## src/rtl/period_meter_pkg.sv

```systemverilog
// Shared types and helpers for the PLL reference period meter.
package period_meter_pkg;

    typedef enum logic [1:0] {
        ST_IDLE   = 2'd0,
        ST_ARM    = 2'd1,
        ST_TRACK  = 2'd2,
        ST_LOCKED = 2'd3
    } pm_state_e;

    localparam logic [31:0] SAT32 = 32'hFFFF_FFFF;

    // Clamp a 64-bit product into the 32-bit *_1000 output range.
    function automatic logic [31:0] sat32(input logic [63:0] v);
        return (v > 64'(SAT32)) ? SAT32 : v[31:0];
    endfunction

    function automatic logic [63:0] abs_diff(input logic [63:0] a, input logic [63:0] b);
        return (a > b) ? (a - b) : (b - a);
    endfunction

endpackage

```

## src/rtl/period_meter_sync_edge_det.sv

```systemverilog
// sync_edge_det: 2-FF synchronizer plus one-cycle rising-edge pulse for an asynchronous input.
module sync_edge_det (
    input  logic clk,
    input  logic rst_n,
    input  logic d_async,
    output logic level,
    output logic rise_c
);

    logic ff1;
    logic ff2;
    logic ff3;

    always_ff @(posedge clk or negedge rst_n) begin
        if (!rst_n) begin
            ff1 <= 1'b0;
            ff2 <= 1'b0;
            ff3 <= 1'b0;
        end else begin
            ff1 <= d_async;
            ff2 <= ff1;
            ff3 <= ff2;
        end
    end

    assign level  = ff2;
    assign rise_c = ff2 & ~ff3;

endmodule

```

## src/rtl/period_meter.sv

```systemverilog
// period_meter: measures the meas_in period in clk cycles and flags when it has settled.
// Optional high-phase measurement enabled by defining PERIOD_METER_DUTY_MEAS_EN.
module period_meter
    import period_meter_pkg::*;
#(
    parameter int unsigned CLK_PERIOD_1000 = 1000,
    parameter int unsigned CNT_W           = 24,
    parameter int unsigned TOL             = 1,
    parameter int unsigned STABLE_CNT      = 4,
    parameter int unsigned TIMEOUT_CYC     = 4096
) (
    input  logic        clk,
    input  logic        RST_N,
    input  logic        PWRDWN,
    input  logic        meas_in,
    output logic [31:0] period_1000,
    output logic        period_stable
`ifdef PERIOD_METER_DUTY_MEAS_EN
    ,
    output logic [31:0] high_time_1000
`endif
);

    localparam int unsigned MATCH_W = $clog2(STABLE_CNT + 1);
    localparam logic [CNT_W-1:0] CNT_MAX = {CNT_W{1'b1}};

    pm_state_e           state;
    logic [CNT_W-1:0]    cnt;
    logic [CNT_W-1:0]    ref_cnt;
    logic [MATCH_W-1:0]  match;
    logic                meas_s;
    logic                rise;
    logic                in_tol;
    logic                match_last;
    logic                timeout;
    logic [CNT_W-1:0]    cnt_inc;
    logic [63:0]         period_prod;

    sync_edge_det u_sync (
        .clk     (clk),
        .rst_n   (RST_N),
        .d_async (meas_in),
        .level   (meas_s),
        .rise_c  (rise)
    );

    assign in_tol      = abs_diff(64'(cnt), 64'(ref_cnt)) <= 64'(TOL);
    assign match_last  = (32'(match) + 32'd1) == 32'(STABLE_CNT);
    assign timeout     = cnt == CNT_W'(TIMEOUT_CYC);
    assign cnt_inc     = (cnt == CNT_MAX) ? cnt : cnt + CNT_W'(1);
    assign period_prod = 64'(cnt) * 64'(CLK_PERIOD_1000);

    // Measurement FSM; a rise in the timeout cycle is still a valid capture.
    always_ff @(posedge clk or negedge RST_N) begin
        if (!RST_N) begin
            state         <= ST_IDLE;
            cnt           <= '0;
            ref_cnt       <= '0;
            match         <= '0;
            period_1000   <= '0;
            period_stable <= 1'b0;
        end else if (PWRDWN) begin
            state         <= ST_IDLE;
            cnt           <= '0;
            ref_cnt       <= '0;
            match         <= '0;
            period_1000   <= '0;
            period_stable <= 1'b0;
        end else begin
            case (state)
                ST_IDLE: begin
                    if (rise) begin
                        state <= ST_ARM;
                        cnt   <= CNT_W'(1);
                    end else begin
                        cnt   <= '0;
                    end
                end
                default: begin
                    if (rise) begin
                        cnt         <= CNT_W'(1);
                        period_1000 <= sat32(period_prod);
                        case (state)
                            ST_ARM: begin
                                ref_cnt <= cnt;
                                match   <= '0;
                                state   <= ST_TRACK;
                            end
                            ST_TRACK: begin
                                if (in_tol) begin
                                    match <= match + MATCH_W'(1);
                                    if (match_last) begin
                                        state         <= ST_LOCKED;
                                        period_stable <= 1'b1;
                                    end
                                end else begin
                                    ref_cnt <= cnt;
                                    match   <= '0;
                                end
                            end
                            ST_LOCKED: begin
                                ref_cnt <= cnt;
                                if (!in_tol) begin
                                    match         <= '0;
                                    period_stable <= 1'b0;
                                    state         <= ST_TRACK;
                                end
                            end
                            default: ;
                        endcase
                    end else if (timeout) begin
                        state         <= ST_IDLE;
                        cnt           <= '0;
                        period_1000   <= '0;
                        period_stable <= 1'b0;
                    end else begin
                        cnt <= cnt_inc;
                    end
                end
            endcase
        end
    end

`ifdef PERIOD_METER_DUTY_MEAS_EN
    logic [CNT_W-1:0] high_cnt;
    logic [63:0]      high_prod;

    assign high_prod = 64'(high_cnt) * 64'(CLK_PERIOD_1000);

    // High-phase counter restarts at each rise, counting the rise cycle itself.
    always_ff @(posedge clk or negedge RST_N) begin
        if (!RST_N) begin
            high_cnt       <= '0;
            high_time_1000 <= '0;
        end else if (PWRDWN) begin
            high_cnt       <= '0;
            high_time_1000 <= '0;
        end else if (state == ST_IDLE) begin
            high_cnt       <= rise ? CNT_W'(1) : '0;
            high_time_1000 <= '0;
        end else if (rise) begin
            high_time_1000 <= sat32(high_prod);
            high_cnt       <= CNT_W'(meas_s);
        end else if (timeout) begin
            high_cnt       <= '0;
            high_time_1000 <= '0;
        end else if (meas_s && (high_cnt != CNT_MAX)) begin
            high_cnt <= high_cnt + CNT_W'(1);
        end
    end
`else
    logic unused_meas_s;
    assign unused_meas_s = meas_s;
`endif

endmodule

```

## config.mk

```make
export PLATFORM = sky130hd
export DESIGN_NAME = period_meter
export DESIGN_NICKNAME = d
export VERILOG_FILES = /design/src/rtl/period_meter_pkg.sv /design/src/rtl/period_meter_sync_edge_det.sv /design/src/rtl/period_meter.sv
export SDC_FILE = /design/constraint.sdc
export NUM_CORES = 1
export LEC_CHECK = 0
export ABC_AREA = 1
export BUFFER_PORTS_ARGS = -buffer_cell sky130_fd_sc_hd__buf_2
export CORE_UTILIZATION = 60
export DETAILED_ROUTE_END_ITERATION = 7
export PLACE_DENSITY = 0.85
export SLEW_MARGIN = 20
export SYNTH_ARGS = -nofsm -noshare
export SYNTH_HDL_FRONTEND = slang
export SYNTH_SLANG_ARGS = --single-unit
```

## constraint.sdc

```tcl
create_clock -name clk -period 15.1 [get_ports clk]
set_clock_uncertainty 0.05 [all_clocks]
set_input_delay 3.02 -clock clk [delete_from_list [all_inputs] [get_ports clk]]
set_output_delay 3.02 -clock clk [all_outputs]
set_load 0.01 [all_outputs]
```

==> results.sh <==
export IMPL_syn_nets=1834
export IMPL_drc=0
export IMPL_initial_core_util=0.614
export IMPL_r2r_setup_slack_ns=9.15
export IMPL_max_stage_delay_ns=0.65
export IMPL_status="finished clean"
export IMPL_p_leak_uw=0.00671
export IMPL_top_layer="met4"
export IMPL_wl_met3_mm=1.47
export IMPL_dieArea_mm2=0.0198
export IMPL_hold_depth=0
export IMPL_synthTopCellsByArea="dfrtp_1 19%, fa_1 15%, nand2_1 15%"
export IMPL_cp_max_fo=30
export IMPL_crit_path_frequent_cell="inv_1"
export IMPL_hold_buffers=0
export IMPL_finalSetupViolCount=0
export IMPL_ant_nets=0
export IMPL_cp_required_ns=15.23
export IMPL_clock_path_buffers=2
export IMPL_cts_sinks=87
export IMPL_drive_above_1_share=0.0765
export IMPL_synthCells=1609
export IMPL_hp_class="reg -> reg"
export IMPL_cp_cell_sequence="inv_1 > fa_1 > fa_1 > inv_1 > fa_1 > inv_1 > fa_1 > inv_1 > ha_1 > a21oi_1 > o21ai_0 > a221oi_1 > nand3_1 > nand2_1 > inv_1 > o21ai_0 > nand2_1 > xnor2_1 > nand2_1 > nand2_1 > o211ai_1"
export IMPL_synth_edf_count=0
export IMPL_port_buffers=36
export IMPL_antenna_found_initial=0
export IMPL_die_w_um=141
export IMPL_ys_types=47
export IMPL_grt_max_degree=49
export IMPL_cts_setup_buffers=0
export IMPL_r2r_start="cnt[14]"
export IMPL_peakVddDrop_uv=55.4
export IMPL_fin_tns_setup_ns=0
export IMPL_hpwl_mm=23.4
export IMPL_diodes=0
export IMPL_start_kind="register"
export IMPL_r2r_cells=21
export IMPL_slowest_stage="nand2_1"
export IMPL_ioPinCount=37
export IMPL_grt_usage=0.310
export IMPL_ys_flop_type="dfrtp_1"
export IMPL_rsz0062_at_grt="false"
export IMPL_setup_slack_ns=9.15
export IMPL_fp_row_count=50
export IMPL_core_mm2=0.0188
export IMPL_powerDensity_mw_per_mm2=50.8
export IMPL_layout_nets=1855
export IMPL_worst_pin_slew_ns=0.895
export IMPL_synth_seq_cells=87
export IMPL_slew_violations=0
export IMPL_yosysWarningCount=0
export IMPL_timing_max_cap_violations=0
export IMPL_clock_latency_ns=0.36
export IMPL_min_delay_start="u_sync.ff1"
export IMPL_pre_cts_ws_ns=9.28
export IMPL_grt_pass1_vias=10155
export IMPL_wirelength_mm=28.6
export IMPL_num_vias=10367
export IMPL_place_congestion=0.949
export IMPL_period_minus_slack_ns=5.95
export IMPL_netlist_area_mm2=0.0115
export IMPL_async_flop_share=1.00
export IMPL_critPathArrivalTime_ns=6.08
export IMPL_synthToLayoutAreaGrowth_pct=5.50
export IMPL_synth_top_area_cell="dfrtp_1"
export IMPL_met1_length_mm=12.5
export IMPL_h_tree_depth=3
export IMPL_numCtsBuffers=9
export IMPL_die_height_um=141
export IMPL_clk_pin_slew_worst_paths_ns=0.07
export IMPL_cts_tree="yes"
export IMPL_dr_pass1_iters=7
export IMPL_synth_top_area_share=0.189
export IMPL_finalHoldViolCount=0
export IMPL_r2r_end="period_1000[8]"
export IMPL_gr_total_overflow=0
export IMPL_wl_per_cell_um=15.3
export IMPL_cts_resized=0
export IMPL_path_class="reg -> reg"
export IMPL_slew_headroom=0.402
export IMPL_hold_end="u_sync.level"
export IMPL_yosysSeqAreaShare=0.189
export IMPL_syn_area_per_cell_um2=7.16
export IMPL_met2WireLength_mm=13.6
export IMPL_finalCoreUtilization=0.647
export IMPL_critPathCaptureType="register"
export IMPL_grt_first_pass_wirelength_mm=48.6
export IMPL_root_buffer="clkbuf_16"
export IMPL_vias_per_cell=5.55
export IMPL_fmax_mhz=168
export IMPL_drtIter0Drc=792
export IMPL_period_share=0.394
export IMPL_fin_cells=1869
export IMPL_placed_cells=1853
## Yosys cell counts, types with 7 or more instances
| cell type | instances |
|---|---|
| nor2_2 | 7 |
| inv_1 | 293 |
| o21ai_0 | 42 |
| nor2_1 | 86 |
| a21oi_1 | 90 |
| nand4_1 | 22 |
| clkbuf_1 | 15 |
| nand2_2 | 22 |
| fa_1 | 88 |
| a22oi_1 | 7 |
| xor2_1 | 22 |
| nand2_1 | 466 |
| nand3_1 | 89 |
| dfrtp_1 | 87 |
| o21bai_1 | 7 |
| a31oi_1 | 7 |
| o21ai_2 | 16 |
| inv_2 | 7 |
| buf_2 | 7 |
| ha_1 | 133 |
| nor3_1 | 29 |
| xnor2_1 | 13 |
## metrics by stage
step / power (uW) / hold WS (ns) / instance area (um2)
detailed placement: 384 / 0.291 / 11800
CTS: 616 / 0.307 / 12200
global placement: 381 / 0.285 / 11800
finish: 617 / 0.304 / 12200
floorplan: 352 / 0.281 / 11500
global route: 646 / 0.321 / 12200
## power breakdown
group,leakage (uW),switching [uW],total (uW),internal [uW]
registers,0.00121,2.96,238,236
logic,0.00536,98.1,143,44.6
clock network,0.000143,106,236,130
total,0.00671,207,617,410
## state kept, by name, indices dropped and copies added (netlist names)
register	count
u_sync.ff3	1
u_sync.ff1	1
cnt	24
period_stable	1
state	2
u_sync.level	1
match	3
period_1000	30
ref_cnt	24
## worst max-delay path, delay by kind of cell (launching register included)
kind                     cells  cell delay, ns
AO/OA/AOI/OAI                5            1.05
XOR/XNOR                     1            0.14
adder cells (fa/ha/maj)      5            2.40
buffers and inverters        5            0.53
flip-flops                   1            0.46
AND/OR/NAND/NOR              5            1.12
## final cells by class
type                    count  area [um2]
clock inverters             7        80.1
inverters                 300        1130
multi-input cells        1191        8030
flip-flops and latches     87        2180
fillers                  1594        6620
repair buffers             41         220
clock buffers               9         225
well taps                 234         293
## layer usage
layer / track usage / up-vias
li1: - / 5083
met1: 0.404 / 4831
met2: 0.515 / 368
met3: 0.0462 / 85
met4: 0.136 / 0
met5: 0 / -
## worst max-delay path by stage
stage	slack, ns	from	cells past startpoint	end
after global placement	9.46	cnt[16]	21	period_1000[8]
after floorplan	10.28	cnt[0]	22	period_1000[28]
after global routing	8.74	cnt[15]	21	period_1000[8]
after detailed placement	9.28	cnt[14]	21	period_1000[8]
final	9.15	cnt[14]	21	period_1000[8]
after CTS	9.21	cnt[14]	21	period_1000[8]
## logic make-up (layout without fill, tap and decap cells)
family | after synthesis | count (layout) | share of synthesized area
flip-flops | 87 | 87 | 0.189
XOR/XNOR | 35 | 35 | 0.0266
buffers and inverters | 331 | 357 | 0.114
AND/OR/NAND/NOR | 743 | 743 | 0.276
AO/OA/AOI/OAI | 192 | 192 | 0.0973
adder cells (fa/ha/maj) | 221 | 221 | 0.297
## cells in the final DEF, fill, tap and decap left out, drive strengths merged, types with 9 or more instances in the layout
| master | count |
|---|---|
| xor2 | 22 |
| buf | 41 |
| o21ai | 62 |
| ha | 133 |
| xnor2 | 13 |
| nand4 | 22 |
| nand3 | 91 |
| inv | 302 |
| clkbuf | 9 |
| nor3 | 30 |
| nor2 | 98 |
| fa | 88 |
| nand2 | 490 |
| a21oi | 91 |
| dfrtp | 87 |
Power figures use the tool's default switching activity.
